--- src/rtl/eth_frame_tx.sv ---
// Ethernet II transmit framer: 14-byte header from a descriptor, payload pass-through,
// then zero padding up to MIN_PAYLOAD bytes. The FCS is added downstream by the MAC.
module eth_frame_tx #(
    parameter int AXI_DATA_WIDTH = 8,
    parameter int MIN_PAYLOAD    = 46,
    parameter int CNT_WIDTH      = 16
) (
    input  logic                      i_clk,
    input  logic                      i_reset,
    input  logic                      s_hdr_valid,
    output logic                      s_hdr_ready,
    input  logic [47:0]               s_hdr_dest_mac,
    input  logic [47:0]               s_hdr_src_mac,
    input  logic [15:0]               s_hdr_eth_type,
    input  logic [AXI_DATA_WIDTH-1:0] s_payload_axis_tdata,
    input  logic                      s_payload_axis_tvalid,
    input  logic                      s_payload_axis_tlast,
    output logic                      s_payload_axis_trdy,
    output logic [AXI_DATA_WIDTH-1:0] m_tx_axis_tdata,
    output logic                      m_tx_axis_tvalid,
    output logic                      m_tx_axis_tlast,
    input  logic                      s_tx_axis_trdy,
    output logic                      o_busy,
    output logic                      o_frame_done
);

    typedef enum logic [1:0] {
        ST_IDLE,
        ST_HEADER,
        ST_PAYLOAD,
        ST_PAD
    } state_t;

    localparam logic [CNT_WIDTH-1:0] LP_LAST_PAD = CNT_WIDTH'(MIN_PAYLOAD - 1);
    localparam logic [3:0]           LP_HDR_LAST = 4'd13;

    state_t                r_state;
    logic [3:0]            r_index;
    logic [CNT_WIDTH-1:0]  r_count;
    logic [13:0][7:0]      r_hdr;
    logic                  r_frame_done;

    logic                  w_out_xfer;
    logic                  w_min_reached;
    logic [CNT_WIDTH-1:0]  w_count_inc;
    logic [7:0]            w_hdr_byte;

    // Byte 13 of the packed header is dest[47:40], so the first byte on the wire sits at the top.
    assign w_hdr_byte    = r_hdr[LP_HDR_LAST - r_index];
    assign w_min_reached = (r_count >= LP_LAST_PAD);
    assign w_count_inc   = (r_count == '1) ? r_count : r_count + CNT_WIDTH'(1);
    assign w_out_xfer    = m_tx_axis_tvalid & s_tx_axis_trdy;

    assign s_hdr_ready   = (r_state == ST_IDLE);
    assign o_busy        = (r_state != ST_IDLE);
    assign o_frame_done  = r_frame_done;

    // The payload path is a zero-latency pass-through, so the stream outputs decode
    // the current state combinationally instead of being registered.
    always_comb begin
        // NOTE: every output gets a default first so no path through the case infers a latch.
        m_tx_axis_tdata     = '0;
        m_tx_axis_tvalid    = 1'b0;
        m_tx_axis_tlast     = 1'b0;
        s_payload_axis_trdy = 1'b0;
        case (r_state)
            ST_HEADER: begin
                m_tx_axis_tvalid = 1'b1;
                m_tx_axis_tdata  = AXI_DATA_WIDTH'(w_hdr_byte);
            end
            ST_PAYLOAD: begin
                m_tx_axis_tdata     = s_payload_axis_tdata;
                m_tx_axis_tvalid    = s_payload_axis_tvalid;
                m_tx_axis_tlast     = s_payload_axis_tlast & w_min_reached;
                s_payload_axis_trdy = s_tx_axis_trdy;
            end
            ST_PAD: begin
                m_tx_axis_tvalid = 1'b1;
                m_tx_axis_tlast  = (r_count == LP_LAST_PAD);
            end
            default: ;
        endcase
    end

    always_ff @(posedge i_clk or posedge i_reset) begin
        if (i_reset) begin
            // NOTE: the header registers are reset along with the FSM so an aborted frame
            // leaves no stale address behind; they are ordinary flops, not a memory.
            r_state      <= ST_IDLE;
            r_index      <= '0;
            r_count      <= '0;
            r_hdr        <= '0;
            r_frame_done <= 1'b0;
        end else begin
            // NOTE: all state uses non-blocking assignments so every branch sees pre-edge values.
            r_frame_done <= 1'b0;
            case (r_state)
                ST_IDLE: begin
                    if (s_hdr_valid) begin
                        r_hdr   <= {s_hdr_dest_mac, s_hdr_src_mac, s_hdr_eth_type};
                        r_index <= '0;
                        r_state <= ST_HEADER;
                    end
                end
                ST_HEADER: begin
                    if (w_out_xfer) begin
                        if (r_index == LP_HDR_LAST) begin
                            r_count <= '0;
                            r_state <= ST_PAYLOAD;
                        end else begin
                            r_index <= r_index + 4'd1;
                        end
                    end
                end
                ST_PAYLOAD: begin
                    if (w_out_xfer) begin
                        r_count <= w_count_inc;
                        if (s_payload_axis_tlast) begin
                            if (w_min_reached) begin
                                r_state      <= ST_IDLE;
                                r_frame_done <= 1'b1;
                            end else begin
                                r_state <= ST_PAD;
                            end
                        end
                    end
                end
                ST_PAD: begin
                    if (w_out_xfer) begin
                        if (r_count == LP_LAST_PAD) begin
                            r_state      <= ST_IDLE;
                            r_frame_done <= 1'b1;
                        end else begin
                            r_count <= w_count_inc;
                        end
                    end
                end
                default: r_state <= ST_IDLE;
            endcase
        end
    end

endmodule
--- config.mk ---
export PLATFORM = sky130hd
export DESIGN_NAME = eth_frame_tx
export DESIGN_NICKNAME = d
export VERILOG_FILES = /design/src/rtl/eth_frame_tx.sv
export SDC_FILE = /design/constraint.sdc
export NUM_CORES = 1
export LEC_CHECK = 0
export ABC_AREA = 1
export BUFFER_PORTS_ARGS = -buffer_cell sky130_fd_sc_hd__buf_2
export CAP_MARGIN = 20
export CORE_MARGIN = 2
export CORE_UTILIZATION = 56
export CTS_CLUSTER_DIAMETER = 100
export DETAILED_ROUTE_END_ITERATION = 10
export GPL_TIMING_DRIVEN = 0
export HOLD_SLACK_MARGIN = 0.06
export PLACE_DENSITY = 0.81
export SLEW_MARGIN = 5
export SYNTH_ARGS = -nofsm -noshare
export SYNTH_HDL_FRONTEND = slang
export SYNTH_SLANG_ARGS = --single-unit
--- constraint.sdc ---
create_clock -name i_clk -period 5.45 [get_ports i_clk]
set_clock_uncertainty 0.05 [all_clocks]
set_input_delay 0.8175 -clock i_clk [delete_from_list [all_inputs] [get_ports i_clk]]
set_output_delay 0.8175 -clock i_clk [all_outputs]
set_load 0.02 [all_outputs]
==> impl_metrics.tcl, run 1 <==
set metrics [dict create \
    status "finished clean" \
    ys_types 28 \
    initialDrtViolationCount 672 \
    h-tree-depth 4 \
    routedWlPerCell_um 15.7 \
    syn_to_final_growth_pct 21.3 \
    numCtsBuffers 17 \
    yosysSeqAreaShare 0.467 \
    start_kind "flip-flop" \
    synth_top_family_by_area "simple AND/OR/NAND/NOR gates" \
    r2r_cells 11 \
    ys_warn_count 0 \
    period_needed_ns 4.37 \
    rows 41 \
    worst_slew_pin_slew_ns 0.791 \
    clk_path_buf_depth 2 \
    cp.required_ns 4.58 \
    port_buffers 139 \
    ys_seq_elements 135 \
    synth_area_sq_um 7240 \
    fin_tns_setup_ns 0 \
    hold_path.class "input pin to async pin" \
    critPathKind "flip-flop to output port" \
    antenna_found_initial 1 \
    rsz0062_at_grt "false" \
    initial_core_util 0.573 \
    cts_tree "yes" \
    cts_setup_buffers 0 \
    via_count 6762 \
    layout-drive-gt1-share 0.250 \
    p_total_mw 4.98 \
    fp.dieW_um 118 \
    globalRoute.totalOverflow 0 \
    leakagePower_nw 4.49 \
    cts.clk_slew.worst_paths_ns 0.06 \
    setup_violations 0 \
    crit_arrival_ns 3.50 \
    holdBufCountCts 0 \
    maxCapViolCount 0 \
    drt.antenna.violating_nets 0 \
    die_h_um 118 \
    drt_pass1_iterations 8 \
    syn_inst 906 \
    grt_max_degree 73 \
    peakVddDrop_uv 358 \
    io_pins 140 \
    synthSimpleGateAreaFrac 0.278 \
    grt_pass1_vias 6713 \
    dieArea_sq_um 13800 \
    critPathLaunch "r_index[1]$_DFFE_PP0P_" \
    synth-xor-area-share 0.00588 \
    cts-resized-gates 0 \
    antenna_cells 0 \
    cp-end-kind "output port" \
    syn-num-nets 1043 \
    finalCritPeriodShare 0.801 \
    finalHoldViolations 0 \
    syn_area_per_cell_sq_um 7.99 \
    fin_cells 1250 \
    viasPerCell 5.41 \
    rrSetupSlack_ns 2.84 \
    p_per_area_nw_per_um2 567 \
    dpl.cell_count 1218 \
    clock-sinks 135 \
    core_sq_um 12600 \
    grt_use_total 0.295 \
    synth.area.mux_share 0.103 \
    finalCoreUtilization 0.696 \
    max_freq_mhz 229 \
    dp_hpwl_mm 14.0 \
    grt_pass1_wl_mm 32.1 \
    critPathMaxFanout 10 \
    relSlewSlack 0.472 \
    wirelength_mm 19.6 \
    gp_congestion 0.878 \
    synthAdderAreaFrac 0.0190 \
    timing.rr.end "r_count[9]$_DFFE_PP0P_" \
    clk_latency_ns 0.43 \
    final_net_count 1202 \
    r2r-start "r_index[1]$_DFFE_PP0P_" \
    maxSlewViolCount 0 \
    clockRootBuffer "clkbuf_16" \
    synth_compound_area_frac 0.0541 \
    drc 0 \
]
-- how the worst max path moves through the flow --
stage               slack (ns)                endpoint
floorplan                 0.97  o_frame_done$_DFF_PP0_
global placement         -0.54   r_hdr[45]$_DFFE_PP0P_
detailed placement        1.65      m_tx_axis_tdata[5]
CTS                       1.13      m_tx_axis_tdata[5]
global route              0.75      m_tx_axis_tdata[5]
finish                    1.08      m_tx_axis_tdata[5]
-- sequential cells by signal (all words and copies together), names as in the netlist --
signal	count
r_hdr	112
r_index	4
r_count	16
r_state	2
o_frame_done	1
-- where the power goes --
part           switching (mW)  internal [mW]
clock                   0.452          0.703
sequential              0.203           1.44
combinational            1.37          0.810
-- layer usage --
layer / vias to the layer above / GRT usage / share of wire
met2: 299 / 0.460 / 0.46
met4: 2 / 0.134 / 0.044
met1: 3164 / 0.374 / 0.42
met5: - / 0 / 0.00041
li1: 3222 / - / -
met3: 75 / 0.0964 / 0.081
-- cell usage after synthesis (all sizes together) --
| cell | number | area [sq um] |
|---|---|---|
| a21oi | 60 | 300 |
| inv | 90 | 338 |
| buf | 26 | 129 |
| dfrtp | 135 | 3380 |
| xnor2 | 1 | 8.76 |
| mux2 | 66 | 743 |
| nor2 | 97 | 379 |
| clkbuf | 18 | 67.6 |
| nand3 | 123 | 628 |
| xor2 | 3 | 33.8 |
| o21ai | 13 | 68.8 |
| o31ai | 2 | 15.0 |
| nand4 | 2 | 12.5 |
| nand2 | 253 | 960 |
| ha | 11 | 138 |
| or2 | 3 | 18.8 |
| nor3 | 2 | 10.0 |
| o21a | 1 | 7.51 |
-- logic make-up after synthesis --
family / after synthesis
adders and majority gates: 11
muxes: 66
buffers and inverters: 134
DFF: 135
and+or+nand+nor: 480
AOI/OAI and AO/OA: 76
xor gates and xnor gates: 4
-- cells in the final DEF, fill, tap and decap left out, types with 3 or more instances in the layout --
master     Yosys  final
mux2_2        66     66
buf_2         16    155
o21ai_0       12     12
a21oi_1       60     60
inv_1         87     86
or2_2          3      3
clkbuf_16      0     17
nand3_1      122    122
dfrtp_1      135    135
clkinv_4       0      4
inv_6          0      4
clkbuf_1      18     19
inv_2          3      3
buf_1          8      8
ha_1          11     11
nand2_1      251    251
nor2_1        95     95
-- through the flow --
step	hold slack [ns]	cell area [sq um]	setup WS, ns
6_report	0.425	8780	1.08
5_1_grt	0.464	8780	0.754
3_5_place_dp	0.435	8180	1.65
2_1_floorplan	0.421	7240	0.971
4_1_cts	0.448	8780	1.13
3_3_place_gp	0.430	8150	-0.537
-- layout make-up --
class / instances / area [sq um]
fillers: 1053 / 3840
repair buffers: 140 / 723
flip-flops and latches: 135 / 3380
plain buffers: 44 / 196
clock buffers: 20 / 457
multi-input cells: 637 / 3320
clock inverters: 12 / 141
well taps: 172 / 215
inverters: 90 / 343
-- critical path, stage by stage (launching register included) --
cell      delay [ns]
dfrtp_1         0.41
buf_2           0.20
inv_2           0.14
clkbuf_1        0.46
ha_1            0.22
buf_2           0.19
inv_2           0.12
nor2_1          0.44
nand3_1         0.18
nand2_1         0.12
inv_1           0.05
nand2_1         0.06
nand3_1         0.13
a21oi_1         0.16
buf_2           0.18
Power figures use the tool's default switching activity.
==> run 2, diff against run 1 <==
--- a/config.mk
+++ b/config.mk
@@ -5,16 +5,16 @@
 export SDC_FILE = /design/constraint.sdc
 export NUM_CORES = 1
 export LEC_CHECK = 0
-export ABC_AREA = 1
+export ABC_AREA = 0
 export BUFFER_PORTS_ARGS = -buffer_cell sky130_fd_sc_hd__buf_2
 export CAP_MARGIN = 20
 export CORE_MARGIN = 2
-export CORE_UTILIZATION = 56
+export CORE_UTILIZATION = 55
 export CTS_CLUSTER_DIAMETER = 100
 export DETAILED_ROUTE_END_ITERATION = 10
 export GPL_TIMING_DRIVEN = 0
 export HOLD_SLACK_MARGIN = 0.06
-export PLACE_DENSITY = 0.81
+export PLACE_DENSITY = 0.8
 export SLEW_MARGIN = 5
 export SYNTH_ARGS = -nofsm -noshare
 export SYNTH_HDL_FRONTEND = slang
==> constraint.sdc (replaced) <==
create_clock -name i_clk -period 4.3 [get_ports i_clk]
set_clock_uncertainty 0.05 [all_clocks]
set_input_delay 0.645 -clock i_clk [delete_from_list [all_inputs] [get_ports i_clk]]
set_output_delay 0.645 -clock i_clk [all_outputs]
set_load 0.02 [all_outputs]
==> impl_metrics.tcl, run 2 <==
set metrics [dict create \
    ys_types 53 \
    crit_arrival_ns 3.18 \
    synth_top_cell_area_share 0.501 \
    largest_reg_flops 112 \
    final_cell_mix "146 x buf_2, 135 x dfrtp_1, 112 x mux2_2, 24 x mux4_2, 20 x clkbuf_1" \
    regMostFlops "r_hdr" \
    drt.antenna.violating_nets 0 \
    syn_inst 497 \
    rows 40 \
    cp_slowest_cell "dfrtp_1" \
    numCtsBuffers 17 \
    period_needed_ns 3.88 \
    critPathMaxFanout 10 \
    syn-num-nets 634 \
    rsz0062_at_grt "false" \
    via_count 4934 \
    grt_pass1_vias 5201 \
    routedWlPerCell_um 20.6 \
    viasPerCell 6.03 \
    dp_hpwl_mm 12.3 \
    relSlewSlack 0.484 \
    synth_area_leader_cell "dfrtp_1" \
    peakVddDrop_uv 384 \
    die_h_um 115 \
    ys_top_cells_by_count "135 x dfrtp_1, 112 x mux2_2, 24 x mux4_2" \
    syn_area_per_cell_sq_um 13.6 \
    clockRootBuffer "clkbuf_16" \
    synth_area_sq_um 6750 \
    ys_seq_elements 135 \
    clk_latency_ns 0.42 \
    port_buffers 139 \
    top_regs "r_hdr (112), r_count (16), r_index (4)" \
    maxCapViolCount 0 \
    hold_path.class "input pin to async pin" \
    globalRoute.totalOverflow 0 \
    wirelength_mm 16.9 \
    p_per_area_nw_per_um2 712 \
    h-tree-depth 4 \
    syn_to_final_growth_pct 21.9 \
    finalCoreUtilization 0.685 \
    drt_pass1_iterations 5 \
    finalHoldViolations 0 \
    critical_path_buf_inv_count 5 \
    yosys.cell_count.top_type "dfrtp_1" \
    setup_violations 0 \
    cpPeakStageDelay_ns 0.41 \
    antenna_found_initial 1 \
    dieArea_sq_um 13200 \
    cts_tree "yes" \
    grt_max_degree 43 \
    fin_tns_setup_ns 0 \
    grt_pass1_wl_mm 26.7 \
    ys_async_sr_fraction 1.00 \
    gp_congestion 0.895 \
    synth_enable_flop_cells 0 \
    initial_core_util 0.562 \
    final_net_count 795 \
    clock-sinks 135 \
    start_kind "flip-flop" \
    crit_family "buffers and inverters" \
    path_cells "clkbuf_2 > buf_2 > inv_1 > ha_1 > clkbuf_1 > nand3b_1 > o221ai_1 > a22o_1 > buf_2" \
    fp.dieW_um 115 \
    layout-drive-gt1-share 0.496 \
    finalCritPeriodShare 0.902 \
    clk_path_buf_depth 2 \
    ys_warn_count 0 \
    ys.flop_type "dfrtp_1" \
    initialDrtViolationCount 242 \
    cp.required_ns 3.61 \
    critPathKind "flip-flop to output port" \
    drc 0 \
    leakagePower_nw 3.70 \
    cp-end-kind "output port" \
    final_common_cell "buf_2" \
    worst_slew_pin_slew_ns 0.768 \
    yosysSeqAreaShare 0.501 \
    yosys-top-cells-area "dfrtp_1 50%, mux2_2 19%, mux4_2 8.0%, mux2i_1 2.7%, ha_1 2.0%" \
    grt_use_total 0.272 \
    io_pins 140 \
    crit_top_cell "buf_2" \
    cts.clk_slew.worst_paths_ns 0.06 \
    core_sq_um 12000 \
    max_freq_mhz 258 \
    maxSlewViolCount 0 \
    status "finished clean" \
]
[run 2: where the power goes]
| group | total, mW | switching, mW | internal [mW] | leakage, nW |
|---|---|---|---|---|
| clock network | 1.32 | 0.524 | 0.800 | 0.260 |
| logic | 2.38 | 1.17 | 1.21 | 1.77 |
| registers | 2.15 | 0.312 | 1.84 | 1.67 |
| total | 5.86 | 2.01 | 3.85 | 3.70 |
[run 2: per-stage QoR]
| step | hold WS [ns] | cells | worst slack (ns) | instance area (sq um) | power [mW] |
|---|---|---|---|---|---|
| after floorplan | 0.417 | 497 | 1.45 | 6750 | 3.84 |
| after global placement | 0.431 | 783 | 0.785 | 7630 | 4.38 |
| after detailed placement | 0.438 | 786 | 0.702 | 7690 | 4.52 |
| after CTS | 0.171 | 817 | 0.243 | 8220 | 5.86 |
| after global routing | 0.193 | 817 | 0.200 | 8220 | 6.17 |
| final | 0.162 | 818 | 0.422 | 8230 | 5.86 |
[run 2: cell type report]
cell class | instances | area (sq um)
inverters | 11 | 45.0
repair buffers | 142 | 756
well taps | 147 | 184
clock inverters | 9 | 78.8
plain buffers | 33 | 160
clock buffers | 22 | 454
multi-input cells | 318 | 3170
flip-flops and latches | 135 | 3380
fillers | 847 | 3780
diodes | 1 | 2.50
[run 2: logic make-up (layout without fill, tap and decap cells)]
kind of cell,Yosys count,after routing,synth area share
AND/OR/NAND/NOR,77,77,0.0653
other,0,1,0
flip-flops,135,135,0.501
XOR/XNOR,3,3,0.00501
adder cells (fa/ha/maj),11,11,0.0204
buffers and inverters,44,217,0.0297
multiplexers,154,154,0.294
AO/OA/AOI/OAI,73,73,0.0851
[run 2: path summary, 6_finish.rpt]
path | start | end | slack, ns | cells after the start
max in group asynchronous | i_reset | r_hdr[82]$_DFFE_PP0P_ | 3.24 | 4
max | r_index[1]$_DFFE_PP0P_ | m_tx_axis_tdata[7] | 0.42 | 9
min in group i_clk | s_hdr_dest_mac[4] | r_hdr[68]$_DFFE_PP0P_ | 0.40 | 2
max reg2reg | r_index[1]$_DFFE_PP0P_ | r_count[14]$_DFFE_PP0P_ | 1.52 | 10
min reg2reg | r_hdr[88]$_DFFE_PP0P_ | r_hdr[88]$_DFFE_PP0P_ | 0.45 | 1
min | i_reset | r_state[0]$_DFFE_PP0P_ | 0.16 | 2
[run 2: metal layers]
metal / GRT usage / part of all wire / vias to the layer above
li1: - / - / 2225
met1: 0.328 / 0.39 / 2504
met2: 0.459 / 0.52 / 161
met3: 0.0648 / 0.049 / 44
met4: 0.142 / 0.038 / 0
met5: 0 / 0 / -
[run 2: timing repair]
item | CTS | global route
setup buffers | 0 | 0
resized for setup | 0 | 2
hold buffers | 0 | 0
setup endpoints to repair | 0 | 3
